## config.mk

```make
export PLATFORM = sky130hd
export DESIGN_NAME = ps2_key_decoder
export DESIGN_NICKNAME = d
export VERILOG_FILES = /design/src/rtl/ps2_defs.sv /design/src/rtl/ps2_ascii_lut.sv /design/src/rtl/ps2_key_decoder.sv
export SDC_FILE = /design/constraint.sdc
export NUM_CORES = 1
export LEC_CHECK = 0
export ABC_CLOCK_PERIOD_IN_PS = 3200
export BUFFER_PORTS_ARGS = -buffer_cell sky130_fd_sc_hd__buf_2
export CELL_PAD_IN_SITES_DETAIL_PLACEMENT = 1
export CELL_PAD_IN_SITES_GLOBAL_PLACEMENT = 1
export CORE_ASPECT_RATIO = 1.1
export CORE_UTILIZATION = 33
export DETAILED_ROUTE_END_ITERATION = 8
export GPL_ROUTABILITY_DRIVEN = 0
export PLACE_DENSITY_LB_ADDON = 0.15
export RECOVER_POWER = 100
export SYNTH_ARGS = -nofsm -noshare
export SYNTH_HDL_FRONTEND = slang
export SYNTH_SLANG_ARGS = --single-unit
```

## constraint.sdc

```tcl
create_clock -name clk -period 3.2 [get_ports clk]
set_input_delay 0.16 -clock clk [delete_from_list [all_inputs] [get_ports clk]]
set_output_delay 0.16 -clock clk [all_outputs]
set_load 0.05 [all_outputs]
```

## src/rtl/ps2_defs.sv

```systemverilog
// Shared scan-code constants, prefix FSM encoding and FIFO default for the
// PS/2 key decoder.
package ps2_defs;

    localparam logic [7:0] PS2_EXT    = 8'hE0;
    localparam logic [7:0] PS2_BRK    = 8'hF0;
    localparam logic [7:0] PS2_LSHIFT = 8'h12;
    localparam logic [7:0] PS2_RSHIFT = 8'h59;

    localparam int FIFO_DEPTH_DEFAULT = 4;

    typedef enum logic [1:0] {
        ST_IDLE    = 2'd0,
        ST_EXT     = 2'd1,
        ST_BRK     = 2'd2,
        ST_EXT_BRK = 2'd3
    } ps2_state_t;

endpackage

```

## src/rtl/ps2_ascii_lut.sv

```systemverilog
// Scan-code set 2 to ASCII table (US layout), unshifted and shifted values.
// Codes without a printable mapping return 8'h00.
module ps2_ascii_lut (
    input  logic [7:0] scan,
    input  logic       shift,
    output logic [7:0] ascii
);

    logic [7:0] lo;
    logic [7:0] hi;

    always_comb begin
        lo = 8'h00;
        hi = 8'h00;
        case (scan)
            8'h1C: begin lo = 8'h61; hi = 8'h41; end
            8'h32: begin lo = 8'h62; hi = 8'h42; end
            8'h21: begin lo = 8'h63; hi = 8'h43; end
            8'h23: begin lo = 8'h64; hi = 8'h44; end
            8'h24: begin lo = 8'h65; hi = 8'h45; end
            8'h2B: begin lo = 8'h66; hi = 8'h46; end
            8'h34: begin lo = 8'h67; hi = 8'h47; end
            8'h33: begin lo = 8'h68; hi = 8'h48; end
            8'h43: begin lo = 8'h69; hi = 8'h49; end
            8'h3B: begin lo = 8'h6A; hi = 8'h4A; end
            8'h42: begin lo = 8'h6B; hi = 8'h4B; end
            8'h4B: begin lo = 8'h6C; hi = 8'h4C; end
            8'h3A: begin lo = 8'h6D; hi = 8'h4D; end
            8'h31: begin lo = 8'h6E; hi = 8'h4E; end
            8'h44: begin lo = 8'h6F; hi = 8'h4F; end
            8'h4D: begin lo = 8'h70; hi = 8'h50; end
            8'h15: begin lo = 8'h71; hi = 8'h51; end
            8'h2D: begin lo = 8'h72; hi = 8'h52; end
            8'h1B: begin lo = 8'h73; hi = 8'h53; end
            8'h2C: begin lo = 8'h74; hi = 8'h54; end
            8'h3C: begin lo = 8'h75; hi = 8'h55; end
            8'h2A: begin lo = 8'h76; hi = 8'h56; end
            8'h1D: begin lo = 8'h77; hi = 8'h57; end
            8'h22: begin lo = 8'h78; hi = 8'h58; end
            8'h35: begin lo = 8'h79; hi = 8'h59; end
            8'h1A: begin lo = 8'h7A; hi = 8'h5A; end
            // Digit row: shifted values are the US symbols above each digit
            8'h16: begin lo = 8'h31; hi = 8'h21; end
            8'h1E: begin lo = 8'h32; hi = 8'h40; end
            8'h26: begin lo = 8'h33; hi = 8'h23; end
            8'h25: begin lo = 8'h34; hi = 8'h24; end
            8'h2E: begin lo = 8'h35; hi = 8'h25; end
            8'h36: begin lo = 8'h36; hi = 8'h5E; end
            8'h3D: begin lo = 8'h37; hi = 8'h26; end
            8'h3E: begin lo = 8'h38; hi = 8'h2A; end
            8'h46: begin lo = 8'h39; hi = 8'h28; end
            8'h45: begin lo = 8'h30; hi = 8'h29; end
            8'h0E: begin lo = 8'h60; hi = 8'h7E; end
            8'h4E: begin lo = 8'h2D; hi = 8'h5F; end
            8'h55: begin lo = 8'h3D; hi = 8'h2B; end
            8'h54: begin lo = 8'h5B; hi = 8'h7B; end
            8'h5B: begin lo = 8'h5D; hi = 8'h7D; end
            8'h5D: begin lo = 8'h5C; hi = 8'h7C; end
            8'h4C: begin lo = 8'h3B; hi = 8'h3A; end
            8'h52: begin lo = 8'h27; hi = 8'h22; end
            8'h41: begin lo = 8'h2C; hi = 8'h3C; end
            8'h49: begin lo = 8'h2E; hi = 8'h3E; end
            8'h4A: begin lo = 8'h2F; hi = 8'h3F; end
            8'h29: begin lo = 8'h20; hi = 8'h20; end
            8'h5A: begin lo = 8'h0D; hi = 8'h0D; end
            8'h66: begin lo = 8'h08; hi = 8'h08; end
            default: begin lo = 8'h00; hi = 8'h00; end
        endcase
        ascii = shift ? hi : lo;
    end

endmodule

```

## src/rtl/ps2_key_decoder.sv

```systemverilog
// PS/2 set-2 key decoder: prefix FSM tracks E0/F0, shift keys are held as
// flags, and mapped make codes are queued as ASCII in a FWFT FIFO.
module ps2_key_decoder
    import ps2_defs::*;
#(
    parameter int FIFO_DEPTH = FIFO_DEPTH_DEFAULT
) (
    input  logic       clk,
    input  logic       reset,
    input  logic       rx_done_tick,
    input  logic [7:0] rx_data,
    input  logic       key_ready,
    output logic       key_valid,
    output logic [7:0] key_ascii,
    output logic       shift_active,
    output logic       overflow,
    output logic [1:0] fsm_state
);

    localparam int PTR_W = $clog2(FIFO_DEPTH);
    localparam int CNT_W = PTR_W + 1;

    ps2_state_t state;
    logic       lshift;
    logic       rshift;

    logic [7:0]       mem [FIFO_DEPTH];
    logic [PTR_W-1:0] wr_ptr;
    logic [PTR_W-1:0] rd_ptr;
    logic [CNT_W-1:0] count;

    logic [7:0] lut_ascii;
    logic       is_make;
    logic       push_req;
    logic       pop;
    logic       full;
    logic       do_push;

    ps2_ascii_lut u_lut (
        .scan  (rx_data),
        .shift (shift_active),
        .ascii (lut_ascii)
    );

    assign shift_active = lshift | rshift;
    assign fsm_state    = state;

    // A make code is any non-prefix byte arriving while no prefix is pending.
    assign is_make  = rx_done_tick && (state == ST_IDLE) &&
                      (rx_data != PS2_EXT) && (rx_data != PS2_BRK);
    assign push_req = is_make && (rx_data != PS2_LSHIFT) &&
                      (rx_data != PS2_RSHIFT) && (lut_ascii != 8'h00);

    assign key_valid = (count != '0);
    assign key_ascii = mem[rd_ptr];
    assign full      = (count == CNT_W'(FIFO_DEPTH));
    assign pop       = key_valid && key_ready;
    assign do_push   = push_req && (!full || pop);

    always_ff @(posedge clk) begin
        if (!reset) begin
            state  <= ST_IDLE;
            lshift <= 1'b0;
            rshift <= 1'b0;
        end else if (rx_done_tick) begin
            case (state)
                ST_IDLE: begin
                    if (rx_data == PS2_EXT) begin
                        state <= ST_EXT;
                    end else if (rx_data == PS2_BRK) begin
                        state <= ST_BRK;
                    end else begin
                        if (rx_data == PS2_LSHIFT) lshift <= 1'b1;
                        if (rx_data == PS2_RSHIFT) rshift <= 1'b1;
                    end
                end
                ST_EXT: begin
                    state <= (rx_data == PS2_BRK) ? ST_EXT_BRK : ST_IDLE;
                end
                ST_BRK: begin
                    if (rx_data == PS2_LSHIFT) lshift <= 1'b0;
                    if (rx_data == PS2_RSHIFT) rshift <= 1'b0;
                    state <= ST_IDLE;
                end
                default: begin
                    state <= ST_IDLE;
                end
            endcase
        end
    end

    always_ff @(posedge clk) begin
        if (!reset) begin
            wr_ptr   <= '0;
            rd_ptr   <= '0;
            count    <= '0;
            overflow <= 1'b0;
        end else begin
            if (do_push) begin
                mem[wr_ptr] <= lut_ascii;
                wr_ptr      <= wr_ptr + 1'b1;
            end
            if (pop) begin
                rd_ptr <= rd_ptr + 1'b1;
            end
            if (do_push && !pop) begin
                count <= count + 1'b1;
            end else if (pop && !do_push) begin
                count <= count - 1'b1;
            end
            if (push_req && full && !pop) begin
                overflow <= 1'b1;
            end
        end
    end

endmodule

```

==> reports/results.tsv, run 1 <==
stage	metric	value	unit
run_status	status	finished, final reports clean	
synthesis	yosysWarnings	0	
synthesis	synth-edff-count	28	
drt	vias_per_cell	5.44	
layout	finalNonFillerCells	606	
timing	slew_headroom	0.551	
synthesis	syn-num-nets	388	
synthesis	synthTopCellsByArea	edfxtp_1 (24%), dfxtp_1 (8.0%), mux4_2 (5.1%)	
synthesis	synthArstFlopShare	0	
clocking	root_buffer	clkbuf_16	
clocking	cts_buffers	5	
placement	post-place-cells	597	
timing	fmax	0.320	GHz
global_routing	grt_usage	0.230	
clocking	htree_levels	2	
placement	dp_hpwl	9780	um
min_path	min-delay-path-class	in2reg	
placement	dp_slack	-326	ps
setup_path	critPathArrivalTime	3330	ps
timing	finalCritPeriodShare	0.976	
layout	fin_util	0.443	
setup_path	reg2reg_slack	140	ps
global_routing	grt_max_degree	18	
floorplan	io_pins	25	
power_and_ir_drop	p_per_area	429	nW/um^2
power_and_ir_drop	vdd_drop_max	0.202	mV
timing	fin_crit	3120	ps
synthesis	synth_area	3520	um^2
synthesis	ys_seq_elements	42	
synthesis	synth_area_per_cell	9.74	um^2
global_routing	grt_overflow	0	
synthesis	syn_inst	362	
layout	drive_above_1_share	0.397	
timing	hold_viol	0	
global_routing	grt_pass1_wl	19100	um
drt	drt_pass1_iterations	4	
floorplan	fp.coreArea	10400	um^2
clocking	clk_latency	280	ps
global_routing	first_global_vias	3513	
timing	fin_hold_ws	200	ps
setup_path	startpoint_type	input pin	
synthesis	yosysTopAreaCell	edfxtp_1	
floorplan	die_w	101	um
clocking	ctsHoldBuffers	0	
floorplan	num_rows	39	
layout	final_nets	488	
global_routing	antenna_found_initial	0	
setup_path	end_kind	flip-flop	
synthesis	synthTopCellsByCount	edfxtp_1 (28), nand2_1 (25), nor2_1 (25)	
synthesis	synth_ff_type	edfxtp_1	
drt	drc_errors	0	
synthesis	yosys.area.top_type_share	0.239	
timing	fin_ws	76.4	ps
clocking	ctsLongestPathBuffers	2	
floorplan	die_area	11100	um^2
drt	wire_per_inst	20.4	um
synthesis	yosysSeqAreaShare	0.318	
job	cap_violations	0	
synthesis	ys_types	86	
setup_path	crit_fanout	8	
timing	finClkSkew	5.51	ps
clocking	cts_tree	built	
setup_path	critPathSlowestCell	mux4_2	
power_and_ir_drop	leakagePower	1.88	nW
placement	portBuffers	23	
drt	drtIter0Drc	173	
drt	routed_wl	12300	um
setup_path	worstPathCellList	buf_4 > inv_4 > ha_4 > nor2_2 > or2_0 > mux4_2 > o2111a_2 > o21bai_4 > nor4_4 > nor2_4 > ha_2 > inv_1 > fa_1 > xor2_1 > or3_1 > a21oi_2	
timing	finalMaxSlewViolations	0	
setup_path	required	3410	ps
floorplan	dieHeight	110	um
setup_path	slowest_delay	480	ps
clocking	clkSlewWorstSetupHoldPaths	60	ps
drt	via_count	3294	
timing	setup-violations-final	0	
floorplan	initial_core_util	0.339	
timing	tightest_slew	670	ps
setup_path	critPathKind	in2reg	
clocking	clock_sinks	42	
layout	antenna_cells	0	
drt	drt.antenna.violating_nets	0	
synthesis	synth_most_common_cell	edfxtp_1	
layout	syn2layout_area_growth	30.8	%
==> kinds of logic after synthesis <==
logic type	count (synthesis)	synth area share
simple gates	138	0.230
other cells	1	0.00106
fa+ha+maj	14	0.0518
xor+xnor	4	0.00994
mux	18	0.0831
compound gates	98	0.226
buf+inv	47	0.0792
flops	42	0.318
==> worst paths after layout <==
| check | from | endpoint | cells after the start |
|---|---|---|---|
| setup / recovery | rx_data[1] | count[2] | 16 |
| hold / removal | reset | wr_ptr[0] | 3 |
| setup reg to reg | lshift | count[2] | 14 |
| hold reg to reg | overflow | overflow | 2 |
==> power breakdown <==
part / switching (W) / internal, W
Combinational: 0.000481 / 0.000335
Sequential: 0.0000613 / 0.000629
Clock: 0.000186 / 0.000286
==> layout make-up <==
class / count / area (um^2)
multi-input cells: 273 / 2220
repair buffers: 122 / 881
flip-flops and latches: 42 / 1120
fillers: 1221 / 5780
inverters: 18 / 70.1
clock inverters: 2 / 10.0
clock buffers: 6 / 129
well taps: 143 / 179
==> metal layers <==
metal  vias to the layer above  track usage  part of all wire
li1                       1565            -                 -
met1                      1648        0.266              0.43
met2                        63        0.436              0.52
met3                        18       0.0252             0.022
met4                         0       0.0859             0.026
met5                         -            0                 0
==> placed cells by master (no fill, tap or decap), types with 5 or more instances in the layout <==
| cell type | count |
|---|---|
| inv_1 | 15 |
| clkbuf_1 | 5 |
| o21a_1 | 5 |
| nor3_1 | 13 |
| a21oi_1 | 13 |
| buf_4 | 97 |
| dfxtp_1 | 12 |
| clkbuf_16 | 5 |
| ha_1 | 9 |
| o211ai_1 | 5 |
| mux4_2 | 8 |
| nor2b_1 | 7 |
| buf_2 | 18 |
| nand2b_1 | 10 |
| nor2_1 | 25 |
| or3_1 | 5 |
| nand2_1 | 24 |
| nand3_1 | 9 |
| o21ai_0 | 10 |
| mux2i_1 | 6 |
| edfxtp_1 | 28 |
==> state kept, by name, summed over array words and instances, names as in the netlist, named ones only <==
name and cells:
mem 28, count 3, fsm_state 2, rd_ptr 2, wr_ptr 2, lshift 1, overflow 1, rshift 1
==> worst max-delay path, delay by kind of cell <==
family	cells	cell delay [ps]
adder cells (fa/ha/maj)	3	850
multiplexers	1	480
AO/OA/AOI/OAI	3	600
buffers and inverters	3	250
AND/OR/NAND/NOR	5	800
XOR/XNOR	1	180
==> stage by stage <==
stage	TNS (ps)	cell area, um^2	total power [W]
floorplan	0	3550	0.00125
global placement	-2180	4390	0.00149
detailed placement	-2640	4390	0.00150
CTS	0	4540	0.00199
global route	-7.86	4610	0.00209
finish	0	4610	0.00198
==> repair_timing <==
item,in CTS,in global routing
gates resized for setup,3,21
setup buffers,0,1
setup endpoints to repair,1,2
pin swaps,1,6
Note: power is estimated with default switching activity, not from simulation.
==> inputs of run 2 (changes only) <==
ABC_CLOCK_PERIOD_IN_PS = 3700   (was 3200)
GPL_ROUTABILITY_DRIVEN = default   (was 0)
PLACE_DENSITY_LB_ADDON = 0.1   (was 0.15)
clock period = 3.7 ns   (was 3.2 ns; I/O delays follow)
==> reports/results.tsv, run 2 (synthesis gave the netlist of run 1 again) <==
stage	metric	value	unit
run_status	status	finished, final reports clean	
placement	place_congestion	0.868	
setup_path	required	3910	ps
floorplan	dieHeight	110	um
setup_path	crit_fanout	28	
clocking	cts_tree	built	
setup_path	critPathKind	in2reg	
setup_path	reg2reg_slack	300	ps
floorplan	die_area	11100	um^2
placement	dp_slack	41.7	ps
timing	finalCritPeriodShare	0.930	
global_routing	grt_pass1_wl	17700	um
layout	largest_register_ffs	28	
layout	fill_cells	1239	
min_path	holdPathStages	3	
clocking	ctsHoldBuffers	0	
drt	drc_errors	0	
global_routing	first_global_vias	3097	
drt	drt.antenna.violating_nets	0	
timing	finalMaxSlewViolations	0	
power_and_ir_drop	leakagePower	1.50	nW
layout	antenna_cells	0	
setup_path	r2r_cells	14	
timing	tightest_slew	585	ps
clocking	clkSlewWorstSetupHoldPaths	60	ps
drt	wire_per_inst	20.7	um
global_routing	antenna_found_initial	0	
clocking	htree_levels	2	
job	cap_violations	0	
clocking	clock_sinks	42	
drt	routed_wl	11400	um
timing	fin_crit	3440	ps
global_routing	grt_max_degree	34	
clocking	ctsLongestPathBuffers	2	
timing	finClkSkew	4.12	ps
floorplan	initial_core_util	0.339	
timing	fin_hold_ws	207	ps
power_and_ir_drop	vdd_drop_max	0.194	mV
setup_path	startpoint_type	input pin	
clocking	post_cts_buffers	0	
drt	via_count	3096	
placement	dp_hpwl	8780	um
global_routing	grt_usage	0.211	
layout	multi_input_area	2080	um^2
drt	drtIter0Drc	120	
setup_path	end_kind	flip-flop	
min_path	min_to	wr_ptr[1]	
layout	final_common_cell	buf_4	
timing	setup-violations-final	0	
layout	final_cell_mix	buf_4 (33), edfxtp_1 (28), nand2_1 (25), nor2_1 (25), clkbuf_1 (21)	
global_routing	grt_overflow	0	
floorplan	num_rows	39	
layout	top_register	mem	
layout	regArea	1120	um^2
power_and_ir_drop	p_per_area	408	nW/um^2
drt	vias_per_cell	5.64	
layout	syn2layout_area_growth	12.6	%
floorplan	io_pins	25	
clocking	cts_buffers	5	
setup_path	critPathArrivalTime	3650	ps
floorplan	die_w	101	um
placement	portBuffers	23	
layout	final_nets	431	
floorplan	fp.coreArea	10400	um^2
clocking	ctsResizeCount	0	
timing	slew_headroom	0.600	
setup_path	r2r_end	count[2]	
timing	fmax	0.291	GHz
min_path	min-delay-path-class	in2reg	
drt	drt_pass1_iterations	4	
layout	reg.largest.list	mem: 28 flops, count: 3 flops	
timing	rsz0062_at_grt	no	
clocking	root_buffer	clkbuf_16	
setup_path	r2r_start	lshift	
timing	fin_ws	260	ps
clocking	clk_latency	280	ps
layout	drive_above_1_share	0.200	
min_path	worstHoldStart	reset	
timing	hold_viol	0	
## run 2: changes by cell type in the layout (fill, tap and decap cells not counted), sizes merged
cell,change
buf,-73
clkbuf,+15
clkinvlp,+1
## run 2: metal layers
layer | share of wire | GRT usage
met1 | 0.44 | 0.266
met2 | 0.48 | 0.364
met3 | 0.032 | 0.0151
met4 | 0.044 | 0.112
met5 | 0 | 0
## run 2: how the worst max path moves through the flow
stage	start	end	slack [ps]	cells past startpoint
after detailed placement	rx_data[1]	count[2]	40	17
after global routing	rx_data[3]	count[2]	60	16
final	rx_data[3]	count[2]	260	16
after global placement	rx_data[1]	count[2]	-3	17
after CTS	lshift	count[2]	80	14
after floorplan	rx_data[1]	count[2]	240	16
## run 2: metrics by stage
stage / cells / total power [W] / setup TNS [ps] / utilization / cell area (um^2)
finish: 549 / 0.00162 / 0 / 0.382 / 3970
CTS: 547 / 0.00166 / 0 / 0.390 / 4050
detailed placement: 539 / 0.00124 / 0 / 0.376 / 3910
global route: 549 / 0.00170 / 0 / 0.382 / 3970
floorplan: 362 / 0.00108 / 0 / - / 3520
global placement: 539 / 0.00123 / -2.89 / 0.376 / 3910
## run 2: power breakdown
part | internal [W] | switching, W | total (W)
clock network | 0.000246 | 0.000173 | 0.000419
registers | 0.000544 | 0.0000492 | 0.000593
logic | 0.000218 | 0.000388 | 0.000606
total | 0.00101 | 0.000611 | 0.00162
## run 2: layout make-up
type | count | share of cell area
Clock inverter | 3 | 0.00410
Multi-Input combinational cell | 273 | 0.523
Inverter | 18 | 0.0170
Tap cell | 143 | 0.0451
Timing Repair Buffer | 65 | 0.0962
Clock buffer | 5 | 0.0315
Sequential cell | 42 | 0.283
## run 2: critical path: stages
cell and delay (ps):
buf_2 450, nand2b_1 270, clkbuf_1 340, o22ai_1 140, a311o_1 390, o221ai_1 230, clkbuf_1 200, nand3b_1 170
nor4_4 240, nor2_4 70, ha_1 190, inv_1 70, fa_1 170, xor2_1 80, or3_1 310, a21oi_1 140
